[src/rtl/muldiv_sequencer_if.sv]
// Request/response bundle between the EX stage and the iterative multiply/divide unit.
// The EX stage is the master; the sequencer is the slave.
interface muldiv_sequencer_if #(
  parameter int unsigned DATA_WIDTH = 32
);

  logic                  Start;
  logic                  Flush;
  logic [2:0]            Funct3;
  logic [DATA_WIDTH-1:0] SrcA;
  logic [DATA_WIDTH-1:0] SrcB;
  logic                  Stall;
  logic                  Done;
  logic [DATA_WIDTH-1:0] Result;

  modport master (
    output Start, Flush, Funct3, SrcA, SrcB,
    input  Stall, Done, Result
  );

  modport slave (
    input  Start, Flush, Funct3, SrcA, SrcB,
    output Stall, Done, Result
  );

endinterface

[src/rtl/muldiv_sequencer.sv]
// Iterative RV32M multiply/divide: radix-2 shift-add multiply and restoring divide on
// operand magnitudes, sign fix-up in a final cycle, one-cycle Done pulse.
module muldiv_sequencer #(
  parameter int unsigned DATA_WIDTH = 32
) (
  input  logic                clk,
  input  logic                reset,
  muldiv_sequencer_if.slave   bus
);

  localparam int unsigned W     = DATA_WIDTH;
  localparam int unsigned CNT_W = (W > 1) ? $clog2(W) : 1;
  localparam logic [W-1:0] MIN_NEG = {1'b1, {(W-1){1'b0}}};

  typedef enum logic [1:0] {
    ST_IDLE,
    ST_CALC,
    ST_FIX,
    ST_DONE
  } state_e;

  state_e          state_q, state_d;
  logic [CNT_W-1:0] cnt_q, cnt_d;
  logic [2:0]      op_q, op_d;
  logic            a_neg_q, a_neg_d;
  logic            b_neg_q, b_neg_d;
  logic [W-1:0]    opnd_q, opnd_d;
  logic [2*W-1:0]  acc_q, acc_d;
  logic [W-1:0]    result_q, result_d;

  logic            a_signed_c, b_signed_c;
  logic            a_neg_c, b_neg_c;
  logic [W-1:0]    a_mag_c, b_mag_c;
  logic            div_zero_c, div_ovf_c, accept_c;
  logic [W:0]      mul_sum_c, div_trial_c;
  logic [2*W-1:0]  prod_c;
  logic [W-1:0]    quo_c, rem_c, fix_c;

  // Operand decode: which sources are signed for this op, magnitudes, fast-path cases.
  always_comb begin
    a_signed_c = (bus.Funct3 == 3'b001) || (bus.Funct3 == 3'b010) ||
                 (bus.Funct3 == 3'b100) || (bus.Funct3 == 3'b110);
    b_signed_c = (bus.Funct3 == 3'b001) || (bus.Funct3 == 3'b100) ||
                 (bus.Funct3 == 3'b110);
    a_neg_c    = a_signed_c && bus.SrcA[W-1];
    b_neg_c    = b_signed_c && bus.SrcB[W-1];
    a_mag_c    = a_neg_c ? W'(-bus.SrcA) : bus.SrcA;
    b_mag_c    = b_neg_c ? W'(-bus.SrcB) : bus.SrcB;
    div_zero_c = bus.Funct3[2] && (bus.SrcB == '0);
    div_ovf_c  = bus.Funct3[2] && !bus.Funct3[0] &&
                 (bus.SrcA == MIN_NEG) && (bus.SrcB == '1);
    accept_c   = (state_q == ST_IDLE) && bus.Start && !bus.Flush;
  end

  // Iteration step and final sign fix-up. acc holds {hi, lo} for multiply, {rem, quo} for divide.
  always_comb begin
    mul_sum_c   = {1'b0, acc_q[2*W-1:W]} + (acc_q[0] ? {1'b0, opnd_q} : {(W+1){1'b0}});
    div_trial_c = acc_q[2*W-1:W-1] - {1'b0, opnd_q};
    prod_c      = (a_neg_q ^ b_neg_q) ? (2*W)'(-acc_q) : acc_q;
    quo_c       = (a_neg_q ^ b_neg_q) ? W'(-acc_q[W-1:0]) : acc_q[W-1:0];
    rem_c       = a_neg_q ? W'(-acc_q[2*W-1:W]) : acc_q[2*W-1:W];
    if (op_q[2]) begin
      fix_c = op_q[1] ? rem_c : quo_c;
    end else begin
      fix_c = (op_q[1:0] == 2'b00) ? prod_c[W-1:0] : prod_c[2*W-1:W];
    end
  end

  always_comb begin
    state_d  = state_q;
    cnt_d    = cnt_q;
    op_d     = op_q;
    a_neg_d  = a_neg_q;
    b_neg_d  = b_neg_q;
    opnd_d   = opnd_q;
    acc_d    = acc_q;
    result_d = result_q;

    case (state_q)
      ST_IDLE: begin
        if (accept_c) begin
          op_d    = bus.Funct3;
          a_neg_d = a_neg_c;
          b_neg_d = b_neg_c;
          if (div_zero_c) begin
            result_d = bus.Funct3[1] ? bus.SrcA : {W{1'b1}};
            state_d  = ST_DONE;
          end else if (div_ovf_c) begin
            result_d = bus.Funct3[1] ? {W{1'b0}} : MIN_NEG;
            state_d  = ST_DONE;
          end else begin
            cnt_d   = CNT_W'(W - 1);
            state_d = ST_CALC;
            if (bus.Funct3[2]) begin
              opnd_d = b_mag_c;
              acc_d  = {{W{1'b0}}, a_mag_c};
            end else begin
              opnd_d = a_mag_c;
              acc_d  = {{W{1'b0}}, b_mag_c};
            end
          end
        end
      end
      ST_CALC: begin
        if (op_q[2]) begin
          // Restoring step: keep the trial difference only when it did not go negative.
          if (div_trial_c[W]) begin
            acc_d = {acc_q[2*W-2:0], 1'b0};
          end else begin
            acc_d = {div_trial_c[W-1:0], acc_q[W-2:0], 1'b1};
          end
        end else begin
          acc_d = {mul_sum_c, acc_q[W-1:1]};
        end
        if (cnt_q == '0) begin
          state_d = ST_FIX;
        end else begin
          cnt_d = cnt_q - CNT_W'(1);
        end
      end
      ST_FIX: begin
        result_d = fix_c;
        state_d  = ST_DONE;
      end
      ST_DONE: begin
        state_d = ST_IDLE;
      end
      default: begin
        state_d = ST_IDLE;
      end
    endcase

    // A killed op never reaches DONE and never overwrites the visible result.
    if (bus.Flush) begin
      state_d  = ST_IDLE;
      result_d = result_q;
    end
  end

  always_ff @(posedge clk) begin
    if (reset) begin
      state_q  <= ST_IDLE;
      cnt_q    <= '0;
      op_q     <= '0;
      a_neg_q  <= 1'b0;
      b_neg_q  <= 1'b0;
      opnd_q   <= '0;
      acc_q    <= '0;
      result_q <= '0;
    end else begin
      state_q  <= state_d;
      cnt_q    <= cnt_d;
      op_q     <= op_d;
      a_neg_q  <= a_neg_d;
      b_neg_q  <= b_neg_d;
      opnd_q   <= opnd_d;
      acc_q    <= acc_d;
      result_q <= result_d;
    end
  end

  // Stall covers the accepting cycle itself so EX holds the instruction from the start.
  assign bus.Stall  = accept_c || (state_q == ST_CALC) || (state_q == ST_FIX);
  assign bus.Done   = (state_q == ST_DONE) && !bus.Flush;
  assign bus.Result = result_q;

endmodule
[src/flat_wrapper.sv]
// flat-port wrapper written by rule: the top's interface ports become plain ports
module muldiv_sequencer_flat 
#(
  parameter int unsigned DATA_WIDTH = 32
)
  (clk, reset, bus_Start, bus_Flush, bus_Funct3, bus_SrcA, bus_SrcB, bus_Stall, bus_Done, bus_Result);
  muldiv_sequencer_if #(.DATA_WIDTH(DATA_WIDTH)) bus_i ();
  input  logic clk;
  input  logic reset;
  input wire logic [$bits(bus_i.Start)-1:0] bus_Start;
  input wire logic [$bits(bus_i.Flush)-1:0] bus_Flush;
  input wire logic [$bits(bus_i.Funct3)-1:0] bus_Funct3;
  input wire logic [$bits(bus_i.SrcA)-1:0] bus_SrcA;
  input wire logic [$bits(bus_i.SrcB)-1:0] bus_SrcB;
  output wire logic [$bits(bus_i.Stall)-1:0] bus_Stall;
  output wire logic [$bits(bus_i.Done)-1:0] bus_Done;
  output wire logic [$bits(bus_i.Result)-1:0] bus_Result;
  assign bus_i.Start = bus_Start;
  assign bus_i.Flush = bus_Flush;
  assign bus_i.Funct3 = bus_Funct3;
  assign bus_i.SrcA = bus_SrcA;
  assign bus_i.SrcB = bus_SrcB;
  assign bus_Stall = bus_i.Stall;
  assign bus_Done = bus_i.Done;
  assign bus_Result = bus_i.Result;
  muldiv_sequencer #(.DATA_WIDTH(DATA_WIDTH)) u_core (.clk(clk), .reset(reset), .bus(bus_i));
endmodule
[config.mk]
export PLATFORM = sky130hd
export DESIGN_NAME = muldiv_sequencer_flat
export DESIGN_NICKNAME = d
export VERILOG_FILES = /design/src/rtl/muldiv_sequencer_if.sv /design/src/rtl/muldiv_sequencer.sv /design/src/flat_wrapper.sv
export SDC_FILE = /design/constraint.sdc
export NUM_CORES = 1
export LEC_CHECK = 0
export BUFFER_PORTS_ARGS = -buffer_cell sky130_fd_sc_hd__buf_2
export CORE_AREA = 2 2 153 155
export CTS_BUF_LIST = sky130_fd_sc_hd__clkbuf_4 sky130_fd_sc_hd__clkbuf_8
export CTS_CLUSTER_SIZE = 40
export DETAILED_ROUTE_END_ITERATION = 10
export DIE_AREA = 0 0 155 157
export PLACE_DENSITY_LB_ADDON = 0.2
export SLEW_MARGIN = 20
export SYNTH_ARGS = -nofsm -noshare
export SYNTH_HDL_FRONTEND = slang
export SYNTH_SLANG_ARGS = --single-unit
export TNS_END_PERCENT = 5
[constraint.sdc]
create_clock -name clk -period 6.75 [get_ports clk]
set_clock_uncertainty 0.1 [all_clocks]
set_input_delay 1.35 -clock clk [delete_from_list [all_inputs] [get_ports clk]]
set_output_delay 1.35 -clock clk [all_outputs]
set_load 0.05 [all_outputs]
# Yosys cells after proc, flatten, opt, wreduce, memory -nomap -nowiden
# Index checks and enable logic that the tools add are counted.
# word_totals
ff_bits,140
latchBits,0
ram_bits,0
rom_bits,0
in_bits,71
out_inout_bits,34
elab_cells,99
n_memories,0
# op_classes
addsub,8
n_mul,0
div,0
n_lt_le_gt_ge,0
eq_ne,15
n_shift,0
mux,33
bitwise_logic,4
reduce_logical,31
# op_table
op,n
two-way mux 32 bit,15
two-way mux 64 bit,6
negator 32 bit,4
case mux 64 bit (2 select lines),1
"equality test 32 bit, second input constant",2
negator 64 bit,1
case mux 32 bit (2 select lines),1
adder 32 x 33 -> 33 bit,1
subtractor 33 x 32 -> 33 bit,1
zero test 32 bit,1
two-way mux 5 bit,4
AND reduction 4 bit,3
case mux 5 bit (2 select lines),1
logical AND 1 bit,9
two-way mux 2 bit,4
case mux 2 bit (4 select lines),1
logical OR 1 bit,7
"equality test 3 bit, second input constant",2
"inequality test 2 bit, second input constant",3
zero test 5 bit,1
AND reduction 5 bit,1
"subtractor 5 x 1 -> 5 bit, second input constant",1
"equality test 2 bit, second input constant",2
zero test 2 bit,2
11 further kinds,17

# Longest topological paths before layout
# depth
word_depth,11
depth_mapped,15
mapped_depth_nobuf,13

# Least setup slack after synthesis
# OpenSTA, ideal clock, no wires.
# synth_timing
path_kind,input-to-reg
from,input port bus_SrcB[12]
to,register u_core.acc_q[57]
setup_time_ps,114
arrival_time_ps,3718
t_required_ps,6536
slack_ps,2817
path_stages,9
n_path_buf,0
path_cell_list,or4_1 or3_1 nor4_4 a32oi_1 o2bb2ai_2 nand2_1 nor2_1 a222oi_1 a21bo_1
# synth_between
elab_chain_len,4
elab_cells_between_ends,7
classes_between,3 x eq/ne; 4 x reduce/logical
# synth_rtl
element,line,source
"start, declared",flat_wrapper.sv:14,input wire logic [$bits(bus_i.SrcB)-1:0] bus_SrcB;
equality test 32 bit / zero test 32 bit (equally long branches),"muldiv_sequencer.sv:51, muldiv_sequencer.sv:49",
"logical AND 1 bit, on equally long branches","muldiv_sequencer.sv:51, muldiv_sequencer.sv:49",
inequality test 2 bit (no line),--,
AND reduction 4 bit (no line) (*),--,
"end signal, assigned",muldiv_sequencer.sv:148,acc_q <= '0;
"end signal, assigned",muldiv_sequencer.sv:157,acc_q <= acc_d;
"end, declared",muldiv_sequencer.sv:28,"logic [2*W-1:0] acc_q, acc_d;"
# Every way passes the cells marked *; elsewhere a longest branch is shown, timed or not.
# A chain may end at the register's enable or synchronous reset.

# Worst setup path after layout
# layout_timing
from,register u_core.acc_q[38]
to,register u_core.acc_q[62]
# layout_between
elab_chain_len,4
elab_cells_between_ends,5
classes_between,2 x add/sub; 3 x mux
# layout_rtl
element,line,source
subtractor 33 x 32 -> 33 bit,muldiv_sequencer.sv:58,"div_trial_c = acc_q[2*W-1:W-1] - {1'b0, opnd_q};"
two-way mux 64 bit,muldiv_sequencer.sv:107,if (div_trial_c[W]) begin
two-way mux 64 bit (*),muldiv_sequencer.sv:105,if (op_q[2]) begin
case mux 64 bit (2 select lines) (*),muldiv_sequencer.sv:79,case (state_q)
# Marked as above.

==> impl_results.md <==
* Status: complete, no violations
* Cell variety after synth at 81
* Synthesized area per cell at 6.904 sq um
* Initial DRC count at 2664
* Post-synth ARST share at 0%
* Share of layout cells above drive strength 1 at 9.530%
* Nets at 2307
* Final Cycle Share at 73.29%
* Leakage power at 6.353 nW
* Die height at 157 um
* Max-slew headroom at 22.84%
* Initial Util at 66.73%
* RSZ-0062 raised after global routing: no
* Antenna diodes at 0
* Mapped Area at 15020 sq um
* Hold-fix buffers, CTS at 0
* Die Area at 24340 sq um
* Total GRT Usage at 46.94%
* Final min period at 4.947 ns
* Detailed Place HPWL at 44.29 mm
* WP data arrival at 5.23 ns
* Drt first pass iters at 6
* Port bufs at 104
* HP Class: flip-flop to flip-flop
* Number of remaining DRC errors at 0
* Post-synth EDFFs at 0
* CP startpoint kind: flip-flop
* WS Path Type: flip-flop to flip-flop
* Overall Power at 0.002608 W
* Clock buffer count from CTS at 17
* Max frequency at 202.1 MHz
* H-tree depth at 4
* Final Setup Violations at 0
* Largest net degree at the start of global routing at 106
* Max Cap Viol at 0
* Clk slew on worst S/H paths at 0.10 ns
* Via-per-instance ratio at 7.039
* Post-synthesis sequential area ratio at 18.66%
* Cts repair resizes at 0
* Worst skew pair latency at 0.48 ns
* Area growth syn-to-layout at 5.891%
* Cell area power density at 164.0 nW/um^2
* Vias at 17290
* Dominant synthesized flop cell: dfxtp_1
* Die Width at 155 um
* Final TNS setup at 0 ns
* Ports at 105
* CTS root buffer: clkbuf_8
* Post-Syn Instances at 2175
* Maximum clock path buffer count at 2
* Core Footprint at 22500 sq um
* Critical Path RT at 7.03 ns
* Layout fillers at 1951
* Clock net sink count at 140
* Post-CTS Setup Inserts at 0
* Post-route ant nets at 0
* Hold Vio Cnt, Final at 0
* Peak VDD IR at 0.1254 mV
* Cell count after placement at 2425
* Syn nets at 2323
* Max Slew Vio Count at 0
* Flop and latch count out of synthesis at 140
* Final WL at 58.05 mm
* CP Max Fanout at 16
* CTS tree: built
* Initial antenna violation count at 2
* Vias in the first global route at 15490
* First-pass GRT wire length at 89.24 mm
* Final Non-Filler Cells at 2457
* GP Congestion at 1.049
* Crit. End Element: flip-flop
* Tightest Pin Transition at 1.157 ns
* Gr ovfl total at 0
* Drt wl/cell at 23.62 um
* Syn. warnings at 0
* Rows at 55
==> sequential cells by signal, indices dropped and copies added (netlist names) <==
signal	count
u_core.state_q	2
u_core.b_neg_q	1
u_core.opnd_q	32
u_core.op_q	3
u_core.bus.Result	32
u_core.acc_q	64
u_core.cnt_q	5
u_core.a_neg_q	1
==> cell usage in the layout (no fill, tap or decap), drive strengths merged, types with 6 or more instances in the layout <==
cell,netlist,final
and3,15,15
a211oi,55,55
nand2,192,192
ha,75,75
a21oi,194,194
a311oi,24,24
mux2i,42,42
o22ai,9,9
nor4,27,27
o21bai,6,6
or3,21,21
clkbuf,140,18
xnor2,106,106
nor2b,12,12
a21o,44,44
or2,13,13
or4,15,15
o41ai,11,11
a221o,7,7
a22oi,14,14
nand4,21,21
xor2,91,91
o31ai,32,32
a31oi,35,35
dfxtp,140,140
nor3,103,103
o21a,11,11
nand3,39,39
o211ai,29,29
buf,23,128
inv,74,82
mux2,10,10
o21ai,169,169
nor2,276,276
nand2b,11,11
o221ai,8,8
and2,6,6
==> stage by stage <==
| stage | hold WS [ns] | cell area, sq um | worst slack, ns | utilization, % |
|---|---|---|---|---|
| floorplan | 0.3319 | 15020 | 2.817 | - |
| global placement | 0.3395 | 15480 | 1.794 | 68.79 |
| detailed placement | 0.3459 | 15480 | 1.708 | 68.79 |
| CTS | 0.3588 | 15900 | 2.150 | 70.64 |
| global route | 0.3686 | 15900 | 1.663 | 70.66 |
| finish | 0.3612 | 15900 | 1.803 | 70.66 |
==> kinds of logic after synthesis <==
kind of cell               Yosys count  share of synthesized area [%]
AOI/OAI and AO/OA                  693                          29.35
xor gates and xnor gates           197                          11.49
adders and majority gates           77                          6.516
DFF                                140                          18.66
muxes                               52                          3.549
and+or+nand+nor                    777                          24.29
buffers and inverters              239                          6.141
==> power by group <==
part | switching [W] | leakage, nW | internal [W]
clock network | 0.000408 | 0.206 | 0.000348
logic | 0.000612 | 5.01 | 0.000309
registers | 0.0000647 | 1.14 | 0.000866
==> path summary, 6_finish.rpt <==
| path | start | endpoint | slack [ns] | cells after the start |
|---|---|---|---|---|
| worst min-delay path | u_core.opnd_q[31] | u_core.opnd_q[31] | 0.36 | 2 |
| worst max register to register | u_core.acc_q[38] | u_core.acc_q[62] | 1.80 | 10 |
| worst max-delay path | u_core.acc_q[38] | u_core.acc_q[62] | 1.80 | 10 |
| worst min register to register | u_core.opnd_q[31] | u_core.opnd_q[31] | 0.36 | 2 |
==> layout make-up <==
type	count	area [sq um]	share of cell area [%]
multi-input cells	1796	11340	71.29
flip-flops and latches	140	2804	17.63
repair buffers	128	703.2	4.422
well taps	285	356.6	2.243
inverters	76	285.3	1.794
clock buffers	18	241.5	1.519
clock inverters	14	175.2	1.102
==> cells in the mapped netlist (all sizes together), types with 6 or more instances <==
library cell / n / area share, %
dfxtp: 140 / 19
ha: 75 / 6.2
a21oi: 194 / 6.5
o211ai: 29 / 1.4
clkbuf: 140 / 3.5
or3: 21 / 0.91
or2: 13 / 0.54
nand2: 192 / 4.8
and2: 6 / 0.25
mux2i: 42 / 2.8
buf: 23 / 0.74
nor2b: 12 / 0.50
o31ai: 32 / 1.6
a22oi: 14 / 0.70
nand3: 39 / 1.4
and3: 15 / 0.62
xnor2: 106 / 6.2
a221o: 7 / 0.47
nor2: 276 / 6.9
o21a: 11 / 0.55
a31oi: 35 / 1.5
a311oi: 24 / 1.4
mux2: 10 / 0.75
nand2b: 11 / 0.46
o221ai: 8 / 0.47
o22ai: 9 / 0.37
nand4: 21 / 0.87
or4: 15 / 0.75
nor4: 27 / 1.3
a21o: 44 / 2.2
inv: 74 / 1.8
a211oi: 55 / 2.7
xor2: 91 / 5.3
o21ai: 169 / 5.7
o21bai: 6 / 0.30
nor3: 103 / 3.4
o41ai: 11 / 0.64
==> worst max-delay path, cell delays in order, from the launching register on <==
cell       delay, ns
dfxtp_1         0.74
ha_1            0.41
a21oi_1         0.22
nand2_1         0.08
o21ai_0         0.38
a2bb2oi_1       0.66
a31oi_1         0.33
o21ai_0         0.72
nand2_1         0.64
o211a_1         0.39
o31ai_1         0.20
==> layer usage <==
layer / wire, um / vias up / track usage [%]
met2: 23600 / 1288 / 67.70
met3: 8611 / 203 / 15.42
li1: - / 7854 / -
met5: 0 / - / 0
met4: 2909 / 0 / 20.99
met1: 22920 / 7949 / 63.53
No activity file was read; power rests on OpenSTA's default activity.
